`src/rtl/uart_slave_if.sv`:
```
// Bus slot interface shared by the system-bus slaves (ROM, GPIO, UART).
// All strobes are active-low; RdData/Rdy_ are returned one cycle after the strobe.
interface uart_slave_if #(
    parameter int ADDR_W = 30,
    parameter int DATA_W = 32
);
    logic              CS_;
    logic              As_;
    logic              RW;
    logic [ADDR_W-1:0] Addr;
    logic [DATA_W-1:0] WrData;
    logic [DATA_W-1:0] RdData;
    logic              Rdy_;

    modport master (
        output CS_, As_, RW, Addr, WrData,
        input  RdData, Rdy_
    );

    modport slave (
        input  CS_, As_, RW, Addr, WrData,
        output RdData, Rdy_
    );
endinterface

```
`src/rtl/uart_slave.sv`:
```
// Memory-mapped 8N1 UART: STATUS at word 0, DATA at word 1, level IRQs for RX/TX done.
// Define UART_FERR_EN to add the sticky framing-error flag (STATUS bit4) that also drives irq_rx.
module uart_slave #(
    parameter int CLK_DIV = 217,
    parameter int DATA_W  = 32,
    parameter int ADDR_W  = 30
) (
    input  logic          clk,
    input  logic          reset_,
    uart_slave_if.slave   bus,
    input  logic          UartRX,
    output logic          UartTX,
    output logic          irq_rx,
    output logic          irq_tx
);
    localparam int CNT_W = $clog2(CLK_DIV);
    localparam logic [CNT_W-1:0] BIT_LAST  = CNT_W'(CLK_DIV - 1);
    localparam logic [CNT_W-1:0] HALF_LAST = CNT_W'(CLK_DIV / 2 - 1);

    typedef enum logic [1:0] {TX_IDLE, TX_START, TX_DATA, TX_STOP} tx_state_t;
    typedef enum logic [1:0] {RX_IDLE, RX_START, RX_DATA, RX_STOP} rx_state_t;

    // Bus side
    logic              access, wr_status, wr_data;
    logic              rdy_q;
    logic [DATA_W-1:0] rd_data_q, rd_data_d, status_word;

    // Flags
    logic rx_done_q, rx_done_d, tx_done_q, tx_done_d;
    logic rx_done_set, tx_done_set, ferr_set, ferr_flag;

    // TX path
    tx_state_t        tx_state_q, tx_state_d;
    logic [CNT_W-1:0] tx_cnt_q, tx_cnt_d;
    logic [2:0]       tx_bit_q, tx_bit_d;
    logic [7:0]       tx_shift_q, tx_shift_d;
    logic             tx_line_q, tx_line_d;
    logic             tx_start;

    // RX path
    rx_state_t        rx_state_q, rx_state_d;
    logic [CNT_W-1:0] rx_cnt_q, rx_cnt_d;
    logic [2:0]       rx_bit_q, rx_bit_d;
    logic [7:0]       rx_shift_q, rx_shift_d;
    logic [7:0]       rx_data_q, rx_data_d;
    logic [1:0]       rx_sync_q;
    logic             rx_prev_q;
    logic             rx_line;

    logic unused_bus;
    assign unused_bus = ^{bus.Addr[ADDR_W-1:1], bus.WrData[DATA_W-1:8]};

    assign access    = !bus.CS_ && !bus.As_;
    assign wr_status = access && !bus.RW && !bus.Addr[0];
    assign wr_data   = access && !bus.RW &&  bus.Addr[0];
    assign tx_start  = wr_data && (tx_state_q == TX_IDLE);
    assign rx_line   = rx_sync_q[1];

    assign status_word = DATA_W'({ferr_flag, tx_state_q != TX_IDLE, rx_state_q != RX_IDLE,
                                  tx_done_q, rx_done_q});

    always_comb begin
        rd_data_d = '0;
        if (access && bus.RW) begin
            rd_data_d = bus.Addr[0] ? DATA_W'(rx_data_q) : status_word;
        end
    end

    // Software clear first, hardware set last: a coincident set wins.
    always_comb begin
        rx_done_d = rx_done_q;
        tx_done_d = tx_done_q;
        if (wr_status && !bus.WrData[0]) rx_done_d = 1'b0;
        if (wr_status && !bus.WrData[1]) tx_done_d = 1'b0;
        if (rx_done_set) rx_done_d = 1'b1;
        if (tx_done_set) tx_done_d = 1'b1;
    end

    always_comb begin
        tx_state_d  = tx_state_q;
        tx_cnt_d    = tx_cnt_q;
        tx_bit_d    = tx_bit_q;
        tx_shift_d  = tx_shift_q;
        tx_line_d   = tx_line_q;
        tx_done_set = 1'b0;
        case (tx_state_q)
            TX_IDLE: begin
                if (tx_start) begin
                    tx_state_d = TX_START;
                    tx_cnt_d   = '0;
                    tx_shift_d = bus.WrData[7:0];
                    tx_line_d  = 1'b0;
                end
            end
            TX_START: begin
                tx_cnt_d = tx_cnt_q + 1'b1;
                if (tx_cnt_q == BIT_LAST) begin
                    tx_state_d = TX_DATA;
                    tx_cnt_d   = '0;
                    tx_bit_d   = '0;
                    tx_line_d  = tx_shift_q[0];
                end
            end
            TX_DATA: begin
                tx_cnt_d = tx_cnt_q + 1'b1;
                if (tx_cnt_q == BIT_LAST) begin
                    tx_cnt_d = '0;
                    if (tx_bit_q == 3'd7) begin
                        tx_state_d = TX_STOP;
                        tx_line_d  = 1'b1;
                    end else begin
                        tx_bit_d   = tx_bit_q + 1'b1;
                        tx_shift_d = {1'b0, tx_shift_q[7:1]};
                        tx_line_d  = tx_shift_q[1];
                    end
                end
            end
            default: begin
                tx_cnt_d = tx_cnt_q + 1'b1;
                if (tx_cnt_q == BIT_LAST) begin
                    tx_state_d  = TX_IDLE;
                    tx_cnt_d    = '0;
                    tx_done_set = 1'b1;
                end
            end
        endcase
    end

    // Start edge is checked again at half a bit so short glitches are rejected;
    // from then on every sample lands a whole bit later, i.e. at a bit centre.
    always_comb begin
        rx_state_d  = rx_state_q;
        rx_cnt_d    = rx_cnt_q;
        rx_bit_d    = rx_bit_q;
        rx_shift_d  = rx_shift_q;
        rx_data_d   = rx_data_q;
        rx_done_set = 1'b0;
        ferr_set    = 1'b0;
        case (rx_state_q)
            RX_IDLE: begin
                if (rx_prev_q && !rx_line) begin
                    rx_state_d = RX_START;
                    rx_cnt_d   = '0;
                end
            end
            RX_START: begin
                rx_cnt_d = rx_cnt_q + 1'b1;
                if (rx_cnt_q == HALF_LAST) begin
                    rx_cnt_d   = '0;
                    rx_bit_d   = '0;
                    rx_state_d = rx_line ? RX_IDLE : RX_DATA;
                end
            end
            RX_DATA: begin
                rx_cnt_d = rx_cnt_q + 1'b1;
                if (rx_cnt_q == BIT_LAST) begin
                    rx_cnt_d   = '0;
                    rx_shift_d = {rx_line, rx_shift_q[7:1]};
                    rx_bit_d   = rx_bit_q + 1'b1;
                    if (rx_bit_q == 3'd7) rx_state_d = RX_STOP;
                end
            end
            default: begin
                rx_cnt_d = rx_cnt_q + 1'b1;
                if (rx_cnt_q == BIT_LAST) begin
                    rx_state_d = RX_IDLE;
                    rx_cnt_d   = '0;
                    if (rx_line) begin
                        rx_data_d   = rx_shift_q;
                        rx_done_set = 1'b1;
                    end else begin
                        ferr_set = 1'b1;
                    end
                end
            end
        endcase
    end

    always_ff @(posedge clk or negedge reset_) begin
        if (!reset_) begin
            rdy_q      <= 1'b1;
            rd_data_q  <= '0;
            rx_done_q  <= 1'b0;
            tx_done_q  <= 1'b0;
            tx_state_q <= TX_IDLE;
            tx_cnt_q   <= '0;
            tx_bit_q   <= '0;
            tx_shift_q <= '0;
            tx_line_q  <= 1'b1;
            rx_state_q <= RX_IDLE;
            rx_cnt_q   <= '0;
            rx_bit_q   <= '0;
            rx_shift_q <= '0;
            rx_data_q  <= '0;
            rx_sync_q  <= 2'b11;
            rx_prev_q  <= 1'b1;
        end else begin
            rdy_q      <= !access;
            rd_data_q  <= rd_data_d;
            rx_done_q  <= rx_done_d;
            tx_done_q  <= tx_done_d;
            tx_state_q <= tx_state_d;
            tx_cnt_q   <= tx_cnt_d;
            tx_bit_q   <= tx_bit_d;
            tx_shift_q <= tx_shift_d;
            tx_line_q  <= tx_line_d;
            rx_state_q <= rx_state_d;
            rx_cnt_q   <= rx_cnt_d;
            rx_bit_q   <= rx_bit_d;
            rx_shift_q <= rx_shift_d;
            rx_data_q  <= rx_data_d;
            rx_sync_q  <= {rx_sync_q[0], UartRX};
            rx_prev_q  <= rx_line;
        end
    end

`ifdef UART_FERR_EN
    logic ferr_q, ferr_d;

    always_comb begin
        ferr_d = ferr_q;
        if (wr_status && !bus.WrData[4]) ferr_d = 1'b0;
        if (ferr_set) ferr_d = 1'b1;
    end

    always_ff @(posedge clk or negedge reset_) begin
        if (!reset_) ferr_q <= 1'b0;
        else         ferr_q <= ferr_d;
    end

    assign ferr_flag = ferr_q;
    assign irq_rx    = rx_done_q | ferr_q;
`else
    logic unused_ferr;
    assign unused_ferr = ferr_set;
    assign ferr_flag   = 1'b0;
    assign irq_rx      = rx_done_q;
`endif

    assign irq_tx     = tx_done_q;
    assign UartTX     = tx_line_q;
    assign bus.Rdy_   = rdy_q;
    assign bus.RdData = rd_data_q;
endmodule

```
`src/flat_wrapper.sv`:
```
// flat-port wrapper written by rule: the top's interface ports become plain ports
module uart_slave_flat 
#(
    parameter int CLK_DIV = 217,
    parameter int DATA_W  = 32,
    parameter int ADDR_W  = 30
)
  (clk, reset_, UartRX, UartTX, irq_rx, irq_tx, bus_CS_, bus_As_, bus_RW, bus_Addr, bus_WrData, bus_RdData, bus_Rdy_);
  uart_slave_if #(.ADDR_W(ADDR_W), .DATA_W(DATA_W)) bus_i ();
  input  logic clk;
  input  logic reset_;
  input  logic UartRX;
  output logic UartTX;
  output logic irq_rx;
  output logic irq_tx;
  input wire logic [$bits(bus_i.CS_)-1:0] bus_CS_;
  input wire logic [$bits(bus_i.As_)-1:0] bus_As_;
  input wire logic [$bits(bus_i.RW)-1:0] bus_RW;
  input wire logic [$bits(bus_i.Addr)-1:0] bus_Addr;
  input wire logic [$bits(bus_i.WrData)-1:0] bus_WrData;
  output wire logic [$bits(bus_i.RdData)-1:0] bus_RdData;
  output wire logic [$bits(bus_i.Rdy_)-1:0] bus_Rdy_;
  assign bus_i.CS_ = bus_CS_;
  assign bus_i.As_ = bus_As_;
  assign bus_i.RW = bus_RW;
  assign bus_i.Addr = bus_Addr;
  assign bus_i.WrData = bus_WrData;
  assign bus_RdData = bus_i.RdData;
  assign bus_Rdy_ = bus_i.Rdy_;
  uart_slave #(.CLK_DIV(CLK_DIV), .DATA_W(DATA_W), .ADDR_W(ADDR_W)) u_core (.clk(clk), .reset_(reset_), .bus(bus_i), .UartRX(UartRX), .UartTX(UartTX), .irq_rx(irq_rx), .irq_tx(irq_tx));
endmodule
```
`config.mk`:
```
export PLATFORM = sky130hd
export DESIGN_NAME = uart_slave_flat
export DESIGN_NICKNAME = d
export VERILOG_FILES = /design/src/rtl/uart_slave_if.sv /design/src/rtl/uart_slave.sv /design/src/flat_wrapper.sv
export SDC_FILE = /design/constraint.sdc
export NUM_CORES = 1
export LEC_CHECK = 0
export CELL_PAD_IN_SITES_DETAIL_PLACEMENT = 0
export CELL_PAD_IN_SITES_GLOBAL_PLACEMENT = 1
export CORE_ASPECT_RATIO = 1.4
export CORE_MARGIN = 2
export CORE_UTILIZATION = 33
export CTS_CLUSTER_SIZE = 14
export DETAILED_ROUTE_END_ITERATION = 7
export GPL_ROUTABILITY_DRIVEN = 0
export GPL_TIMING_DRIVEN = 1
export HOLD_SLACK_MARGIN = 0.1
export PLACE_DENSITY_LB_ADDON = 0.1
export RECOVER_POWER = 50
export SLEW_MARGIN = 0
export SYNTH_ARGS = -nofsm -noshare
export SYNTH_HDL_FRONTEND = slang
export SYNTH_SLANG_ARGS = --single-unit
```
`constraint.sdc`:
```
create_clock -name clk -period 1.91 [get_ports clk]
set_clock_uncertainty 0.2 [all_clocks]
set_input_delay 0.382 -clock clk [delete_from_list [all_inputs] [get_ports clk]]
set_output_delay 0.382 -clock clk [all_outputs]
set_load 0.05 [all_outputs]
```
==> flow_summary_export.csv <==
group,metric,value,unit
synthesis,ys_ff_latch,65,
critical_path,critPathLaunchType,"flip-flop",
placement,dpl.hpwl,5.61,mm
finish,seq_area,1630,um^2
synthesis,synth_commonest_cells,"dfrtp_1, mux2_2, buf_4",
critical_path,cp_slowest_cell,"dfrtp_1",
clock_tree,cts_max_path_buffers,2,
placement,portBuffers,26,
synthesis,synth_cell_type_count,52,
synthesis,syn_area_per_cell,11.2,um^2
power_and_ir_drop,p_leak,2.25,nW
finish,utilization,0.474,
floorplan,core,10300,um^2
sta,rsz0062_at_grt,"yes",
floorplan,die_y,125,um
finish,fillers,987,
global_route,antenna_found_initial,0,
synthesis,ys_seq_area_frac,0.473,
power_and_ir_drop,ir_worst_vdd,0.636,mV
route,viasPerCell,4.70,
sta,max_freq,491,MHz
clock_tree,cts_max_level,3,
sta,tns,-2.14,ns
sta,setup_violations,34,
floorplan,start_util,0.335,
finish,final_nets,484,
sta,period_minus_slack,2.04,ns
sta,max_slew_margin,0.387,
synthesis,synth_area,3450,um^2
sta,finalCritPeriodShare,1.07,
critical_path,worstPathCellList,"inv_1, ha_1, and4b_4, a311oi_4, buf_4, nor4_4, mux2i_1",
critical_path,cp_data_required_time,1.97,ns
finish,areaGrowthSynthToFinish,41.3,%
clock_tree,clock_latency,0.33,ns
floorplan,io_pins,104,
sta,finalHoldViolations,0,
critical_path,critPathTopFamily,"simple AND/OR/NAND/NOR gates",
synthesis,synth.top_cell.area_share,0.435,
global_route,grt_pass1_wl,13.1,mm
clock_tree,cts_root_buffer,"clkbuf_16",
floorplan,design.die.area,11300,um^2
critical_path,max_stage_delay,0.42,ns
sta,finalMaxSlewViolations,0,
finish,multi_input_area,1860,um^2
power_and_ir_drop,power.density,1260,nW/um^2
critical_path,crit_start,"u_core.rx_cnt_q[0]",
critical_path,cp-end-kind,"flip-flop",
finish,n_antenna_cell,0,
synthesis,ys_async_sr_fraction,1.00,
critical_path,crit_type,"reg -> reg",
clock_tree,cts.sinks,65,
run,max_cap_viol_count,0,
route,vias,2551,
min_path,hold_class,"reg -> reg",
outcome,status,"finished, violations left",
critical_path,critPathBufInv,2,
outcome,failed_checks,"setup timing",
global_route,grt_max_degree,66,
clock_tree,clk_pin_slew,0.06,ns
synthesis,synthFlopType,"dfrtp_1",
route,firstDrtPassIters,4,
synthesis,syn_inst,308,
sta,worst_slew_pin_slew,0.920,ns
route,drc,0,
synthesis,ys_warn_count,0,
clock_tree,cts_buffers,9,
global_route,grt_remaining_overflow,0,
route,drt-initial-drc-count,48,
global_route,grt_use_total,0.146,
critical_path,crit_fanout,6,
global_route,grt_pass1_vias,2603,
clock_tree,cts_tree,"built",
critical_path,r2r-start,"u_core.rx_cnt_q[0]",
floorplan,die_w,90.4,um
route,drt_wl_total,7.87,mm
route,wl_per_cell,14.5,um
sta,layout_setup_ws,-0.127,ns
min_path,hp-start,"u_core.rx_sync_q[0]",
route,drtAntennaViolNets,0,
critical_path,critPathArrivalTime,2.10,ns
synthesis,synth_edf_count,0,
floorplan,rows,44,
finish,drive_gt1_frac,0.417,
synthesis,synthTopCellsByArea,"dfrtp_1, mux2_2, ha_1",
synthesis,synth.largest_area_cell,"dfrtp_1",
synthesis,yosys.cell_count.top_type,"dfrtp_1",
power_and_ir_drop,power,6.14,mW
registers in the layout, indices dropped and copies added, names as in the netlist, 2 cells and up:
| register | count |
|---|---|
| u_core.rx_bit_q | 3 |
| u_core.rx_state_q | 2 |
| u_core.rx_sync_q | 2 |
| u_core.tx_cnt_q | 8 |
| u_core.rx_cnt_q | 8 |
| u_core.tx_bit_q | 3 |
| u_core.tx_state_q | 2 |
| u_core.rx_shift_q | 8 |
| u_core.tx_shift_q | 8 |
| u_core.rx_data_q | 8 |
| u_core.bus.RdData | 8 |
through the flow:
step / instances / hold WS [ns] / instance area [um^2] / setup slack [ns]
2_1_floorplan: 331 / -0.114 / 3610 / 0.00472
3_3_place_gp: 518 / 0.147 / 4260 / -0.505
3_5_place_dp: 518 / 0.151 / 4260 / -0.518
4_1_cts: 537 / 0.160 / 4700 / -0.137
5_1_grt: 543 / 0.169 / 4880 / -0.218
6_report: 543 / 0.163 / 4880 / -0.127
power breakdown:
| part | switching (mW) | leakage (nW) | internal [mW] |
|---|---|---|---|
| sequential | 0.190 | 0.849 | 1.63 |
| clock | 0.678 | 0.164 | 1.17 |
| combinational | 1.22 | 1.23 | 1.25 |
| total | 2.09 | 2.25 | 4.06 |
cells in the final DEF (no fill, tap or decap), drive strengths merged, types with 7 or more instances in the layout:
master	synthesis	layout
a22o	7	7
and3	8	8
buf	28	75
clkbuf	4	10
clkdlybuf4s50	0	10
conb	1	24
dfrtp	60	60
ha	16	16
inv	18	22
mux2	33	33
nand2	19	19
nand3	8	8
nor2	15	15
nor2b	7	7
o21ai	13	13
worst paths after layout:
path	cells past startpoint	slack, ns	to
min in group asynchronous	3	0.63	u_core.tx_shift_q[5]
max in group asynchronous	3	0.29	u_core.rx_data_q[3]
worst max register to register	7	-0.13	u_core.rx_state_q[0]
worst min register to register	0	0.16	u_core.rx_sync_q[1]
worst min-delay path	0	0.16	u_core.rx_sync_q[1]
worst max-delay path	7	-0.13	u_core.rx_state_q[0]
final cells by class:
class                           instances  share of cell area
Timing Repair Buffer                   90               0.166
Clock buffer                            9              0.0462
Tap cell                              138              0.0354
Clock inverter                          7              0.0223
Sequential cell                        65               0.335
Multi-Input combinational cell        216               0.382
Inverter                               18              0.0139
timing repair:
action	in CTS	in global routing
hold buffers	1	0
endpoints found under the hold margin	60	0
buffers inserted	3	6
cloned	0	0
gates resized for setup	25	28
endpoints found under the setup margin	38	42
pin swaps	9	4
logic make-up (layout without fill, tap and decap cells):
group / Yosys count / count (layout) / share of synthesized area
other: 1 / 24 / 0.00109
and+or+nand+nor: 76 / 76 / 0.126
adders and majority gates: 16 / 16 / 0.0580
DFF: 65 / 65 / 0.473
xor gates and xnor gates: 4 / 4 / 0.0102
buffers and inverters: 50 / 124 / 0.0834
muxes: 36 / 36 / 0.116
AOI/OAI and AO/OA: 60 / 60 / 0.131
per-layer routing:
layer	vias up	wire, um	global-route usage
met5	-	0	0
met4	0	225	0.0579
met3	18	183	0.0277
met2	35	4290	0.261
met1	1259	3170	0.171
li1	1239	-	-
(Power assumes the default switching activity.)
